===== config.mk =====
export PLATFORM = sky130hd
export DESIGN_NAME = wm8731_i2c_responder
export DESIGN_NICKNAME = d
export VERILOG_FILES = /design/src/rtl/wm8731_i2c_responder.sv
export SDC_FILE = /design/constraint.sdc
export NUM_CORES = 1
export LEC_CHECK = 0
export ABC_CLOCK_PERIOD_IN_PS = 4250
export BUFFER_PORTS_ARGS = -buffer_cell sky130_fd_sc_hd__clkbuf_2
export CAP_MARGIN = 20
export CORE_UTILIZATION = 40
export CTS_CLUSTER_SIZE = 14
export DETAILED_ROUTE_END_ITERATION = 8
export HOLD_SLACK_MARGIN = 0.08
export SETUP_SLACK_MARGIN = 0.2
export SYNTH_ARGS = -nofsm -noshare
export SYNTH_HDL_FRONTEND = slang
export SYNTH_SLANG_ARGS = --single-unit

===== constraint.sdc =====
create_clock -name clk -period 4.25 [get_ports clk]
set_input_delay 0 -clock clk [delete_from_list [all_inputs] [get_ports clk]]
set_output_delay 0 -clock clk [all_outputs]
set_load 0.03 [all_outputs]

===== src/rtl/wm8731_i2c_responder.sv =====
// WM8731 control-port stand-in: I2C write responder decoding {reg, data}.
// Optional shadow register file enabled by defining WM8731_SHADOW_EN.
module wm8731_i2c_responder #(
  parameter logic [6:0] DEV_ADDR = 7'h1A,
  parameter int         SYNC_STG = 2
) (
  input  logic       clk,
  input  logic       reset,
  input  logic       i2c_sclk,
  input  logic       i2c_sdat_in,
  output logic       i2c_sdat_oe,
  output logic [6:0] reg_addr,
  output logic [8:0] reg_data,
  output logic       reg_wr,
  output logic       busy,
  output logic       bus_err
`ifdef WM8731_SHADOW_EN
  ,
  input  logic [3:0] shadow_raddr,
  output logic [8:0] shadow_rdata
`endif
);

  typedef enum logic [2:0] {
    S_IDLE,
    S_ADDR,
    S_ACK0,
    S_BYTE1,
    S_ACK1,
    S_BYTE2,
    S_ACK2,
    S_WSTOP
  } state_t;

  logic [SYNC_STG-1:0] r_scl_sync;
  logic [SYNC_STG-1:0] r_sda_sync;
  logic                r_scl_prev;
  logic                r_sda_prev;

  state_t              r_state;
  logic   [3:0]        r_bit;
  logic   [7:0]        r_shift;
  logic   [7:0]        r_byte1;
  logic                r_oe;
  logic                r_busy;
  logic                r_mine;
  logic                r_err_done;
  logic   [6:0]        r_reg_addr;
  logic   [8:0]        r_reg_data;
  logic                r_reg_wr;
  logic                r_bus_err;

  state_t              w_state_nxt;
  logic   [3:0]        w_bit_nxt;
  logic   [7:0]        w_shift_nxt;
  logic   [7:0]        w_byte1_nxt;
  logic                w_oe_nxt;
  logic                w_busy_nxt;
  logic                w_mine_nxt;
  logic                w_err_done_nxt;
  logic   [6:0]        w_addr_nxt;
  logic   [8:0]        w_data_nxt;
  logic                w_wr_nxt;
  logic                w_err_nxt;

  logic                w_scl;
  logic                w_sda;
  logic                w_rise;
  logic                w_fall;
  logic                w_start;
  logic                w_stop;
  logic                w_byte_done;
  logic                w_match;

  // Bring the asynchronous bus lines into the clock domain; idle is high.
  always_ff @(posedge clk) begin
    if (reset) begin
      r_scl_sync <= '1;
      r_sda_sync <= '1;
      r_scl_prev <= 1'b1;
      r_sda_prev <= 1'b1;
    end else begin
      r_scl_sync <= {r_scl_sync[SYNC_STG-2:0], i2c_sclk};
      r_sda_sync <= {r_sda_sync[SYNC_STG-2:0], i2c_sdat_in};
      r_scl_prev <= w_scl;
      r_sda_prev <= w_sda;
    end
  end

  assign w_scl   = r_scl_sync[SYNC_STG-1];
  assign w_sda   = r_sda_sync[SYNC_STG-1];
  assign w_rise  = w_scl & ~r_scl_prev;
  assign w_fall  = ~w_scl & r_scl_prev;
  assign w_start = w_scl & r_scl_prev & r_sda_prev & ~w_sda;
  assign w_stop  = w_scl & r_scl_prev & ~r_sda_prev & w_sda;

  assign w_byte_done = w_fall && (r_bit == 4'd8);
  assign w_match     = (r_shift[7:1] == DEV_ADDR);

  // State and datapath registers.
  always_ff @(posedge clk) begin
    if (reset) begin
      r_state    <= S_IDLE;
      r_bit      <= '0;
      r_shift    <= '0;
      r_byte1    <= '0;
      r_oe       <= 1'b0;
      r_busy     <= 1'b0;
      r_mine     <= 1'b0;
      r_err_done <= 1'b0;
      r_reg_addr <= '0;
      r_reg_data <= '0;
      r_reg_wr   <= 1'b0;
      r_bus_err  <= 1'b0;
    end else begin
      r_state    <= w_state_nxt;
      r_bit      <= w_bit_nxt;
      r_shift    <= w_shift_nxt;
      r_byte1    <= w_byte1_nxt;
      r_oe       <= w_oe_nxt;
      r_busy     <= w_busy_nxt;
      r_mine     <= w_mine_nxt;
      r_err_done <= w_err_done_nxt;
      r_reg_addr <= w_addr_nxt;
      r_reg_data <= w_data_nxt;
      r_reg_wr   <= w_wr_nxt;
      r_bus_err  <= w_err_nxt;
    end
  end

  // Bus events drive the transfer FSM; START/STOP override bit activity.
  always_comb begin
    w_state_nxt    = r_state;
    w_bit_nxt      = r_bit;
    w_shift_nxt    = r_shift;
    w_byte1_nxt    = r_byte1;
    w_oe_nxt       = r_oe;
    w_busy_nxt     = r_busy;
    w_mine_nxt     = r_mine;
    w_err_done_nxt = r_err_done;
    w_addr_nxt     = r_reg_addr;
    w_data_nxt     = r_reg_data;
    w_wr_nxt       = 1'b0;
    w_err_nxt      = 1'b0;
    if (w_stop) begin
      w_state_nxt = S_IDLE;
      w_busy_nxt  = 1'b0;
      w_oe_nxt    = 1'b0;
      w_bit_nxt   = '0;
      w_err_nxt   = (r_state != S_IDLE) && (r_state != S_WSTOP);
    end else if (w_start) begin
      w_state_nxt    = S_ADDR;
      w_busy_nxt     = 1'b1;
      w_oe_nxt       = 1'b0;
      w_bit_nxt      = '0;
      w_mine_nxt     = 1'b0;
      w_err_done_nxt = 1'b0;
    end else begin
      unique case (r_state)
        S_IDLE: begin
        end
        S_ADDR: begin
          if (w_rise) begin
            w_shift_nxt = {r_shift[6:0], w_sda};
            w_bit_nxt   = r_bit + 4'd1;
          end else if (w_byte_done) begin
            w_bit_nxt = '0;
            if (w_match && !r_shift[0]) begin
              w_oe_nxt    = 1'b1;
              w_state_nxt = S_ACK0;
            end else begin
              // NACK; the pending ACK slot is skipped by presetting 8.
              w_state_nxt = S_WSTOP;
              w_bit_nxt   = 4'd8;
              w_err_nxt   = w_match & r_shift[0];
            end
          end
        end
        S_ACK0: begin
          if (w_fall) begin
            w_oe_nxt    = 1'b0;
            w_state_nxt = S_BYTE1;
          end
        end
        S_BYTE1: begin
          if (w_rise) begin
            w_shift_nxt = {r_shift[6:0], w_sda};
            w_bit_nxt   = r_bit + 4'd1;
          end else if (w_byte_done) begin
            w_bit_nxt   = '0;
            w_byte1_nxt = r_shift;
            w_oe_nxt    = 1'b1;
            w_state_nxt = S_ACK1;
          end
        end
        S_ACK1: begin
          if (w_fall) begin
            w_oe_nxt    = 1'b0;
            w_state_nxt = S_BYTE2;
          end
        end
        S_BYTE2: begin
          if (w_rise) begin
            w_shift_nxt = {r_shift[6:0], w_sda};
            w_bit_nxt   = r_bit + 4'd1;
          end else if (w_byte_done) begin
            w_bit_nxt   = '0;
            w_oe_nxt    = 1'b1;
            w_state_nxt = S_ACK2;
          end
        end
        S_ACK2: begin
          if (w_fall) begin
            w_oe_nxt    = 1'b0;
            w_addr_nxt  = r_byte1[7:1];
            w_data_nxt  = {r_byte1[0], r_shift};
            w_wr_nxt    = 1'b1;
            w_mine_nxt  = 1'b1;
            w_bit_nxt   = '0;
            w_state_nxt = S_WSTOP;
          end
        end
        S_WSTOP: begin
          if (w_rise) begin
            w_bit_nxt = (r_bit == 4'd8) ? 4'd0 : r_bit + 4'd1;
          end else if (w_byte_done && r_mine && !r_err_done) begin
            w_err_nxt      = 1'b1;
            w_err_done_nxt = 1'b1;
          end
        end
        default: begin
          w_state_nxt = S_IDLE;
        end
      endcase
    end
  end

  assign i2c_sdat_oe = r_oe;
  assign reg_addr    = r_reg_addr;
  assign reg_data    = r_reg_data;
  assign reg_wr      = r_reg_wr;
  assign busy        = r_busy;
  assign bus_err     = r_bus_err;

`ifdef WM8731_SHADOW_EN
  localparam logic [8:0] SHADOW_DEF [10] = '{
    9'h097, 9'h097, 9'h079, 9'h079, 9'h00A,
    9'h008, 9'h09F, 9'h00A, 9'h000, 9'h000
  };

  logic [8:0] r_shadow [10];

  // Shadow copy tracks writes in the same clock as the reg_wr pulse.
  always_ff @(posedge clk) begin
    if (reset || (w_wr_nxt && (w_addr_nxt == 7'h0F))) begin
      for (int i = 0; i < 10; i++) begin
        r_shadow[i] <= SHADOW_DEF[i];
      end
    end else if (w_wr_nxt && (w_addr_nxt < 7'd10)) begin
      r_shadow[w_addr_nxt[3:0]] <= w_data_nxt;
    end
  end

  assign shadow_rdata = (shadow_raddr < 4'd10) ?
                        r_shadow[shadow_raddr] : 9'h000;
`endif

endmodule


# Word-level counts from Yosys, hierarchy flattened

Cells that the tools add are included.

Register bits after elaboration: 51
Output and inout bits: 20
Word-level logic and storage cells: 145
Input port bits: 4

Equality and inequality tests: 36
Add/sub/neg operators: 1
Bitwise logic cells: 16
Reduce and logical (&&, ||, !) cells: 31
Muxes and demuxes: 44

Operators by type and width:

| operator            | number |
|---|---|
| $ne 3x3->1 const B  | 11 |
| $mux 4              | 8 |
| $mux 3              | 10 |
| $ne 2x2->1 const B  | 12 |
| $mux 1              | 22 |
| $reduce_and 10->1   | 2 |
| $pmux 3 s6          | 1 |
| $pmux 4 s4          | 1 |
| $eq 3x3->1 const B  | 4 |
| $reduce_and 4->1    | 3 |
| $reduce_and 5->1    | 2 |
| $reduce_or 3->1     | 3 |
| $and 1x1->1         | 8 |
| $not 1->1           | 8 |
| $reduce_bool 2->1   | 4 |
| $eq 7x5->1 const B  | 1 |
| $reduce_and 7->1    | 1 |
| $reduce_bool 7->1   | 1 |
| $eq 3x2->1 const B  | 2 |
| $ne 2x1->1 const B  | 3 |
| $reduce_bool 3->1   | 2 |
| $reduce_bool 6->1   | 1 |
| $logic_and 1x1->1   | 5 |
| $add 4x1->4 const B | 1 |
| 10 further kinds    | 12 |

# Logic depth before layout (Yosys ltp)

Gate-level depths: netlist of run 1.

Word-level depth: 10
Depth in mapped cells: 7

# Worst setup path after synthesis of run 1

No wires, ideal clock.

Kind: reg-to-reg
From: register r_bit[0]
To: register r_bit[2]
Period minus slack after synthesis: 1,528 ps
Arrival: 1,453 ps
Slack: 2,722 ps
Library setup time: 75 ps
Data required time: 4,175 ps
Stages on the path, launching flop included: 7
Cells stage by stage: dfxtp_1 > inv_1 > ha_1 > nand3b_1 > nor3_1 > or4b_1 > a31oi_1

Longest elaborated chain between the ends: 4
Elaborated cells on any way between the ends: 11
Those cells by class: 1 x add/sub; 3 x eq/ne; 5 x mux; 2 x reduce/logical

Ends and longest elaborated chain:

| what                                                  | RTL line | text |
|---|---|---|
| start, declared                                       | 41       | `logic [3:0] r_bit;` |
| start signal, assigned                                | 117      | `r_bit <= w_bit_nxt;` |
| $add 4x1->4 / $eq 4x4->1 (equally long branches)      | -        |  |
| $mux 4 / $logic_and 1x1->1 (equally long branches)    | 225, 97  |  |
| $mux 4 (tied with other cells)                        | 224      | `if (w_rise) begin` |
| $pmux 4 s4 / $reduce_and 5->1 (equally long branches) | -        |  |

Parallel ways exist; a longest one is shown, timed or not. The select of a mux whose other input is x is not followed.
A chain may end at the register's enable or synchronous reset.

# Final worst setup path of run 1

From: register r_state[0]
To: register r_bus_err (netlist: bus_err)

Longest elaborated chain between the ends: 4
Elaborated cells on any way between the ends: 8
Those cells by class: 3 x eq/ne; 3 x mux; 2 x reduce/logical

Ends and longest elaborated chain:

| what                                            | RTL line | text |
|---|---|---|
| start, declared                                 | 40       | `state_t r_state;` |
| start signal, assigned                          | 116      | `r_state <= w_state_nxt;` |
| $eq 3x3->1 / $eq 3x1->1 (equally long branches) | 159      | `unique case (r_state)` |
| $pmux 1 s2                                      | 159      |  |
| $mux 1                                          | 151      | `end else if (w_start) begin` |
| $mux 1 (*)                                      | 145      | `if (w_stop) begin` |
| end signal, assigned                            | 127      | `r_bus_err <= w_err_nxt;` |
| end, declared                                   | 51       | `logic r_bus_err;` |

Every way passes the cells marked *; elsewhere a longest branch is shown, timed or not.

==> impl_metrics.json, run 1 <==
{
  "tightestPinTransition_ns": 0.839,
  "synth_seq_cells": 51,
  "maxSlewHeadroom_pct": 44.0,
  "gp_congestion": 0.841,
  "rr_endpoint": "bus_err$_SDFF_PP0_",
  "clk_pin_slew_ns": 0.09,
  "async_reset_ff_share_pct": 0,
  "hold_viol_final": 0,
  "arrival_ns": 2.21,
  "ys_types": 46,
  "finalSetupTns_ns": 0,
  "initial_core_util_pct": 42.0,
  "first_iter_violations": 97,
  "holdPathEnd": "r_byte1[6]$_SDFFE_PP0P_",
  "slew_violations": 0,
  "syn_nets": 251,
  "layout_min_cycle_time_ns": 1.99,
  "rr_startpoint": "r_state[0]$_SDFFE_PP0P_",
  "pwr_density_cell_nw_per_um2": 337,
  "cts_htree_levels": 2,
  "finalWirelength_um": 4310,
  "dr.pass1.iters": 4,
  "io_pins": 24,
  "synthCells": 245,
  "syn_area_per_cell_um2": 8.80,
  "die_w_um": 75.4,
  "grt_pass1_wl_um": 6710,
  "holdCritStartpoint": "reset",
  "clockBufferDepth": 2,
  "worstPathRequired_ns": 4.47,
  "power.leakage_nw": 0.836,
  "worstHoldPathCells": 2,
  "antenna_cells": 0,
  "ys_seq_area_share_pct": 47.3,
  "coreArea_um2": 5140,
  "skew_ns": 0.00668,
  "whs_ns": 0.407,
  "utilization_pct": 47.0,
  "dieHeight_um": 75.4,
  "cp-end-kind": "register",
  "place_hpwl_um": 2860,
  "drt-wirelength-per-cell_um": 12.9,
  "drive_above_1_share_pct": 17.0,
  "via_per_inst": 5.13,
  "std_cell_rows": 26,
  "cts_setup_buffers": 0,
  "ant_nets": 0,
  "grt_usage_pct": 16.0,
  "period_share_pct": 46.7,
  "min_path_type": "primary input to register",
  "vias": 1715,
  "p_total_mw": 0.814,
  "synth_warnings": 0,
  "grt_pass1_vias": 1408,
  "irDropWorstVdd_uv": 229,
  "cp_max_fo": 20,
  "cts.sinks": 51,
  "synthFlopType": "dfxtp_1",
  "rsz0062_at_grt": "false",
  "cts-root-buf": "clkbuf_8",
  "area_growth_pct": 11.9,
  "nFillCells": 543,
  "synth_area_um2": 2160,
  "outcome": "finished clean",
  "gr-total-overflow": 0,
  "cts_tree": "yes",
  "max_freq_mhz": 503,
  "start_kind": "register",
  "cts_buffers": 5,
  "drc": 0,
  "clkLatencyLatePin_ns": 0.31,
  "area.sequential_um2": 1020,
  "rr_worst_depth": 4,
  "io_buffers": 23,
  "fin_nets": 269,
  "die_area_um2": 5690,
  "critPathKind": "register to register",
  "grt_start_max_net_pins": 46,
  "multi_input_area_um2": 1040,
  "rrSetupSlack_ns": 2.26,
  "antenna_found_initial": 0,
  "maxCapViolations": 0,
  "setup_viol": 0,
  "cts_resized": 0,
  "synth_edf_count": 0,
  "cts_hold_buffers": 2
}
[layout by cell type (no fill, tap or decap), types with 2 or more instances in the layout]
cell           synthesis  final
dfxtp_1               51     51
o22ai_1                3      3
clkbuf_2               0     23
nand2_1               38     38
nor3_1                 4      4
inv_1                  5      5
o21a_1                 2      2
or2_2                  7      7
ha_1                   2      2
xnor2_1                2      2
nand4_1                3      3
or3_1                  4      4
nor2_1                25     25
o21ai_0                4      4
mux2i_1               16     16
nand3b_1               3      3
dlygate4sd3_1          0      2
a21oi_1               25     25
and2_1                 2      2
nand3_1                2      2
nand2b_1               2      2
or4b_1                 2      2
clkbuf_8               0      6
a31oi_1                3      3
nor2b_1                4      4
[kinds of logic after synthesis]
kind of cell	after synthesis	synth area share, %
mux	16	7.42
buf+inv	21	4.93
fa+ha+maj	2	1.16
simple gates	106	25.0
xor+xnor	2	0.812
flops	51	47.3
compound gates	47	13.3
[worst max-delay path by stage]
stage | from | cells after the start | slack [ns] | to
final | r_state[0]$_SDFFE_PP0P_ | 4 | 2.26 | bus_err$_SDFF_PP0_
after global routing | r_state[0]$_SDFFE_PP0P_ | 4 | 2.11 | bus_err$_SDFF_PP0_
after CTS | r_scl_prev$_SDFF_PP1_ | 4 | 2.03 | r_bit[1]$_SDFFE_PP0P_
after detailed placement | r_scl_prev$_SDFF_PP1_ | 4 | 2.05 | r_bit[1]$_SDFFE_PP0P_
after global placement | r_scl_prev$_SDFF_PP1_ | 4 | 2.23 | r_bit[1]$_SDFFE_PP0P_
after floorplan | r_bit[0]$_SDFFE_PP0P_ | 6 | 2.72 | r_bit[2]$_SDFFE_PP0P_
[layer usage]
metal	wire length, um	track usage [%]	vias to the layer above	share of wire, %
met5	0	0	-	0
met4	65	6.17	0	1.5
met3	175	4.10	5	4.1
met2	1880	23.1	34	44
met1	2190	22.7	798	51
li1	-	-	878	-
[final cells by class]
type | instances | share of cell area (%)
Clock buffer | 6 | 3.42
Clock inverter | 2 | 0.570
Inverter | 5 | 0.778
Multi-Input combinational cell | 173 | 42.9
Sequential cell | 51 | 42.3
Tap cell | 70 | 3.63
Timing Repair Buffer | 27 | 6.38
[Yosys cell counts (3+ instances only)]
master / n / area share (%)
or2_2: 7 / 2.0
mux2i_1: 16 / 7.4
buf_2: 7 / 1.6
a21oi_1: 25 / 5.8
inv_1: 5 / 0.87
o21ai_0: 4 / 0.93
nor3_1: 4 / 0.93
dfxtp_1: 51 / 47
nor2b_1: 4 / 1.2
or3_1: 4 / 1.2
nand3b_1: 3 / 1.0
nand2_1: 38 / 6.6
clkbuf_1: 6 / 1.0
nor2_1: 25 / 4.4
nand4_1: 3 / 0.87
a31oi_1: 3 / 0.87
o22ai_1: 3 / 0.87
[flip-flops by register name (all words and copies together), names as in the netlist, 2 cells and up]
name        count
r_scl_sync      2
r_state         3
r_bit           4
reg_data        9
r_sda_sync      2
reg_addr        7
r_byte1         8
r_shift         8
[critical path: stages (launching register included)]
cell     delay, ns
dfxtp_1       0.70
nand3_1       0.24
or4b_1        0.51
a211o_1       0.31
a21oi_1       0.14
[power by group]
group          internal, mW  switching [mW]
clock network         0.133           0.166
registers             0.481         0.00634
logic                0.0110          0.0167
total                 0.626           0.189
[per-stage QoR]
step / area [um2] / std cells / setup WS [ns]
final: 2410 / 334 / 2.26
after global placement: 2290 / 323 / 2.23
after CTS: 2400 / 333 / 2.03
after floorplan: 2160 / 245 / 2.72
after global routing: 2410 / 334 / 2.11
after detailed placement: 2290 / 323 / 2.05
(Power assumes the default switching activity.)
==> run 2, diff against run 1 <==
--- a/config.mk
+++ b/config.mk
@@ -5,7 +5,7 @@
 export SDC_FILE = /design/constraint.sdc
 export NUM_CORES = 1
 export LEC_CHECK = 0
-export ABC_CLOCK_PERIOD_IN_PS = 4250
+export ABC_CLOCK_PERIOD_IN_PS = 1700
 export BUFFER_PORTS_ARGS = -buffer_cell sky130_fd_sc_hd__clkbuf_2
 export CAP_MARGIN = 20
 export CORE_UTILIZATION = 40
==> constraint.sdc (replaced) <==
create_clock -name clk -period 1.7 [get_ports clk]
set_input_delay 0 -clock clk [delete_from_list [all_inputs] [get_ports clk]]
set_output_delay 0 -clock clk [all_outputs]
set_load 0.03 [all_outputs]
==> run 2 against run 1 <==
Against the previous run: combinational power grew to 3.4 times the previous value; global-route usage is 2.7 points higher; clock skew hardly changed; worst hold slack worse by 0.28 ns; die area stayed put; sequential share of layout area is 3.8 points lower; clock power is 150% higher; critical endpoint is now r_bit[1]$_SDFFE_PP0P_; largest power group unchanged.
==> impl_metrics.json, run 2 (synthesized netlist as in run 1, its figures left out) <==
{
  "outcome": "finished clean",
  "cpMaxStageDelayCell": "dfxtp_2",
  "cp_max_fo": 3,
  "holdCritStartpoint": "reset",
  "die_w_um": 75.4,
  "cp-end-kind": "register",
  "arrival_ns": 1.77,
  "layout_min_cycle_time_ns": 1.54,
  "grt_pass1_wl_um": 7940,
  "coreArea_um2": 5140,
  "cts_htree_levels": 2,
  "die_area_um2": 5690,
  "utilization_pct": 52.5,
  "worstHoldPathCells": 4,
  "drt-wirelength-per-cell_um": 13.4,
  "cts_buffers": 5,
  "drive_above_1_share_pct": 30.2,
  "antenna_cells": 0,
  "dr.pass1.iters": 4,
  "io_buffers": 23,
  "clkPwrFrac_pct": 36.3,
  "worstPathRequired_ns": 1.93,
  "final_common_cell": "dfxtp_1",
  "area_growth_pct": 25.0,
  "ant_nets": 0,
  "io_pins": 24,
  "p_switching_mw": 0.475,
  "rr_endpoint": "r_bit[1]$_SDFFE_PP0P_",
  "gr-total-overflow": 0,
  "clkLatencyLatePin_ns": 0.30,
  "postPlaceCellArea_um2": 2430,
  "cts-root-buf": "clkbuf_8",
  "area.sequential_um2": 1040,
  "tightestPinTransition_ns": 0.452,
  "crit_buf_inv": 1,
  "final_cells": 358,
  "maxSlewHeadroom_pct": 69.9,
  "power.leakage_nw": 0.976,
  "place_hpwl_um": 3210,
  "seq_power_share_pct": 59.1,
  "rr_startpoint": "r_bit[1]$_SDFFE_PP0P_",
  "slowest_delay_ns": 0.35,
  "std_cell_rows": 26,
  "placed_cells_incl_taps": 341,
  "gp_congestion": 0.878,
  "p_int_mw": 1.57,
  "cts.sinks": 51,
  "rr_worst_depth": 6,
  "clockBufferDepth": 2,
  "clk_pin_slew_ns": 0.10,
  "pwr_density_cell_nw_per_um2": 759,
  "skew_ns": 0.00654,
  "start_kind": "register",
  "largest_reg_flops": 9,
  "rrSetupSlack_ns": 0.16,
  "drc": 0,
  "min_path_type": "primary input to register",
  "dieHeight_um": 75.4,
  "swShare_pct": 23.2,
  "period_share_pct": 90.6,
  "cts_tree": "yes",
  "final_cell_mix": "dfxtp_1, nand2_1, nor2_1, a21oi_1",
  "cp_top_family": "compound AO/OA/AOI/OAI gates",
  "holdPathEnd": "r_state[2]$_SDFFE_PP0P_",
  "critPathKind": "register to register",
  "grt_usage_pct": 18.6,
  "vias": 1831,
  "max_freq_mhz": 650,
  "crit_chain": "inv_2, ha_4, and3b_1, o22ai_1, o311ai_0, a21oi_1",
  "antenna_found_initial": 0,
  "rsz0062_at_grt": "true",
  "multi_input_area_um2": 1110,
  "via_per_inst": 5.11,
  "fin_area_um2": 2700,
  "grt_pass1_vias": 1636,
  "hold_viol_final": 0,
  "nFillCells": 527,
  "slew_violations": 0,
  "irDropWorstVdd_uv": 368,
  "first_iter_violations": 80,
  "share_comb_of_total_power_pct": 4.6,
  "fin_nets": 293,
  "initial_core_util_pct": 42.0,
  "finalWirelength_um": 4780,
  "finalSetupTns_ns": 0,
  "grt_start_max_net_pins": 45,
  "setup_viol": 0,
  "maxCapViolations": 0
}
-- run 2: cell types whose count changed in the layout (fill, tap and decap cells not counted), sizes merged --
cell,delta
buf,+24
clkinvlp,+1
inv,-1
-- run 2: power by group through the flow --
stage	registers [mW]	clock network, mW	logic, mW
3_5_place_dp	1.24	0	0.0849
4_1_cts	1.21	0.759	0.0937
6_report	1.21	0.743	0.0947
5_1_grt	1.21	0.814	0.104
3_3_place_gp	1.24	0	0.0846
2_1_floorplan	1.24	0	0.0603
-- run 2: cell type report --
type                       instances  area share [%]
timing repair buffer              51            12.7
multi-input combinational        173            41.2
clock buffer                       6            3.06
sequential                        51            38.5
clock inverter                     2           0.603
inverter                           5           0.696
tap                               70            3.25
-- run 2: worst min-delay path, stage by stage --
cell	delay [ns]
clkbuf_2	0.09
o21bai_1	0.13
buf_4	0.14
a21oi_1	0.04
-- run 2: metal layers --
| layer | up-vias | part of all wire [%] | track usage (%) |
|---|---|---|---|
| met5 | - | 0 | 0 |
| li1 | 930 | - | - |
| met4 | 0 | 1.3 | 6.17 |
| met2 | 32 | 45 | 28.3 |
| met1 | 863 | 51 | 27.0 |
| met3 | 6 | 3.5 | 2.91 |
-- run 2: through the flow --
stage	setup slack, ns	hold WS, ns	total power, mW
finish	0.161	0.127	2.05
global route	0.0599	0.137	2.13
CTS	0.179	0.123	2.06
detailed placement	0.0808	0.184	1.33
global placement	0.0769	0.186	1.33
floorplan	0.210	0.104	1.30
-- run 2: what timing repair did --
action	CTS	global route
gates cloned	1	0
setup buffers	6	0
pin swaps	5	1
hold buffers	2	0
endpoints found under the hold margin	2	0
resized for setup	21	8
setup endpoints to repair	17	33
-- run 2: how the worst max path moves through the flow --
stage	depth (start not counted)	endpoint	startpoint	slack (ns)
2_1_floorplan	6	r_bit[3]$_SDFFE_PP0P_	r_scl_sync[1]$_SDFF_PP1_	0.21
3_3_place_gp	4	bus_err$_SDFF_PP0_	r_state[2]$_SDFFE_PP0P_	0.08
3_5_place_dp	6	r_bit[2]$_SDFFE_PP0P_	r_bit[0]$_SDFFE_PP0P_	0.08
4_1_cts	4	bus_err$_SDFF_PP0_	r_scl_sync[1]$_SDFF_PP1_	0.18
5_1_grt	7	r_byte1[5]$_SDFFE_PP0P_	r_bit[1]$_SDFFE_PP0P_	0.06
6_report	6	r_bit[1]$_SDFFE_PP0P_	r_bit[1]$_SDFFE_PP0P_	0.16
==> run 3, diff against run 2 <==
--- a/config.mk
+++ b/config.mk
@@ -12,6 +12,7 @@
 export CTS_CLUSTER_SIZE = 14
 export DETAILED_ROUTE_END_ITERATION = 8
 export HOLD_SLACK_MARGIN = 0.08
+export RECOVER_POWER = 50
 export SETUP_SLACK_MARGIN = 0.2
 export SYNTH_ARGS = -nofsm -noshare
 export SYNTH_HDL_FRONTEND = slang
==> run 3 against run 2 <==
Against the previous run: clock power about the same; die area unchanged; clock-buffer cell count stayed put; combinational power fell by 1%; clock skew barely moved; non-clock buffer count did not move; first-iteration DRC count down 10%; sequential power barely moved; critical path type unchanged; critical endpoint unchanged; largest power group unchanged; highest routed layer unchanged.
==> impl_metrics.json, run 3 (synthesized netlist as in run 1, its figures left out) <==
{
  "io_pins": 24,
  "antenna_found_initial": 0,
  "drt-wirelength-per-cell_um": 13.3,
  "place_hpwl_um": 3210,
  "nFillCells": 532,
  "pre_cts_slack_ns": 0.0808,
  "grt_pass1_vias": 1636,
  "rsz0062_at_grt": "true",
  "maxCapViolations": 0,
  "fin_area_um2": 2660,
  "first_iter_violations": 72,
  "crit_start": "r_bit[1]$_SDFFE_PP0P_",
  "worstPathRequired_ns": 1.93,
  "max_freq_mhz": 652,
  "holdCritStartpoint": "reset",
  "drive_above_1_share_pct": 22.6,
  "cts.sinks": 51,
  "io_buffers": 23,
  "gr-total-overflow": 0,
  "arrival_ns": 1.76,
  "clkLatencyLatePin_ns": 0.30,
  "die_area_um2": 5690,
  "coreArea_um2": 5140,
  "cp_max_fo": 3,
  "final_common_cell": "dfxtp_1",
  "slew_violations": 0,
  "cts-root-buf": "clkbuf_8",
  "clockBufferDepth": 2,
  "setup_viol": 0,
  "drc": 0,
  "gp_congestion": 0.878,
  "dieHeight_um": 75.4,
  "utilization_pct": 51.7,
  "hold_viol_final": 0,
  "power.leakage_nw": 0.899,
  "finalWirelength_um": 4780,
  "initial_core_util_pct": 42.0,
  "std_cell_rows": 26,
  "cts_tree": "yes",
  "postPlaceCellArea_um2": 2430,
  "ant_nets": 0,
  "grt_usage_pct": 18.6,
  "min_path_type": "primary input to register",
  "critPathKind": "register to register",
  "final_cell_mix": "dfxtp_1, nand2_1, nor2_1, a21oi_1, clkbuf_1",
  "clk_pin_slew_ns": 0.09,
  "outcome": "finished clean",
  "cts_htree_levels": 2,
  "whs_ns": 0.127,
  "area_growth_pct": 23.3,
  "layout_min_cycle_time_ns": 1.53,
  "cp-end-kind": "register",
  "fin_ws_ns": 0.166,
  "dr.pass1.iters": 4,
  "cts_buffers": 5,
  "pwr_density_cell_nw_per_um2": 770,
  "via_per_inst": 5.10,
  "fin_nets": 293,
  "maxSlewHeadroom_pct": 69.4,
  "finalSetupTns_ns": 0,
  "irDropWorstVdd_uv": 368,
  "start_kind": "register",
  "period_share_pct": 90.2,
  "vias": 1827,
  "die_w_um": 75.4,
  "tightestPinTransition_ns": 0.459,
  "largest_reg_flops": 9,
  "grt_pass1_wl_um": 7940,
  "antenna_cells": 0,
  "rr_startpoint": "r_bit[1]$_SDFFE_PP0P_",
  "skew_ns": 0.00621,
  "grt_start_max_net_pins": 45
}
## run 3: cell count changes in the layout (fill, tap and decap cells not counted), sizes merged
cell / delta
clkbuf: +4
buf: -4
## run 3: layout make-up
cell class | count | area (um2) | share of cell area (%)
well taps | 70 | 87.6 | 3.29
clock inverters | 2 | 16.3 | 0.612
repair buffers | 51 | 304 | 11.4
clock buffers | 6 | 82.6 | 3.11
multi-input cells | 173 | 1110 | 41.8
flip-flops and latches | 51 | 1040 | 39.1
inverters | 5 | 18.8 | 0.706
## run 3: power breakdown
part	total, mW	leakage (nW)	switching, mW	internal, mW
sequential	1.21	0.415	0.0107	1.20
clock	0.743	0.0474	0.410	0.333
combinational	0.0938	0.436	0.0548	0.0390
total	2.05	0.899	0.475	1.57
## run 3: critical path: stages (launching register included)
cell and delay [ns]:
dfxtp_2 0.35, inv_2 0.05, ha_4 0.15, and3b_1 0.18, o22ai_1 0.29, o311ai_0 0.23, a21oi_1 0.20
## run 3: path summary, 6_finish.rpt
check / to / slack, ns / cells after the start
max: r_bit[1]$_SDFFE_PP0P_ / 0.17 / 6
min: r_state[2]$_SDFFE_PP0P_ / 0.13 / 4
max reg2reg: r_bit[1]$_SDFFE_PP0P_ / 0.17 / 6
min reg2reg: r_scl_sync[1]$_SDFF_PP1_ / 0.41 / 1
## run 3: routing by layer
layer	vias up	global-route usage, %	routed length (um)
met5	-	0	0
met3	4	2.91	175
met4	0	6.17	55
met1	861	27.0	2430
li1	928	-	-
met2	34	28.3	2120
## run 3: repair_timing
| action | CTS | global route |
|---|---|---|
| hold endpoints to repair | 2 | 0 |
| setup endpoints to repair | 17 | 33 |
| gates cloned | 1 | 0 |
| buffers inserted | 6 | 0 |
| gates resized for setup | 21 | 8 |
| hold buffers | 2 | 0 |
| pin swaps | 5 | 1 |
## run 3: metrics by stage
stage                     power [mW]  instances
after floorplan                 1.30        245
after global placement          1.33        341
after detailed placement        1.33        341
after CTS                       2.06        358
after global routing            2.13        358
final                           2.05        358
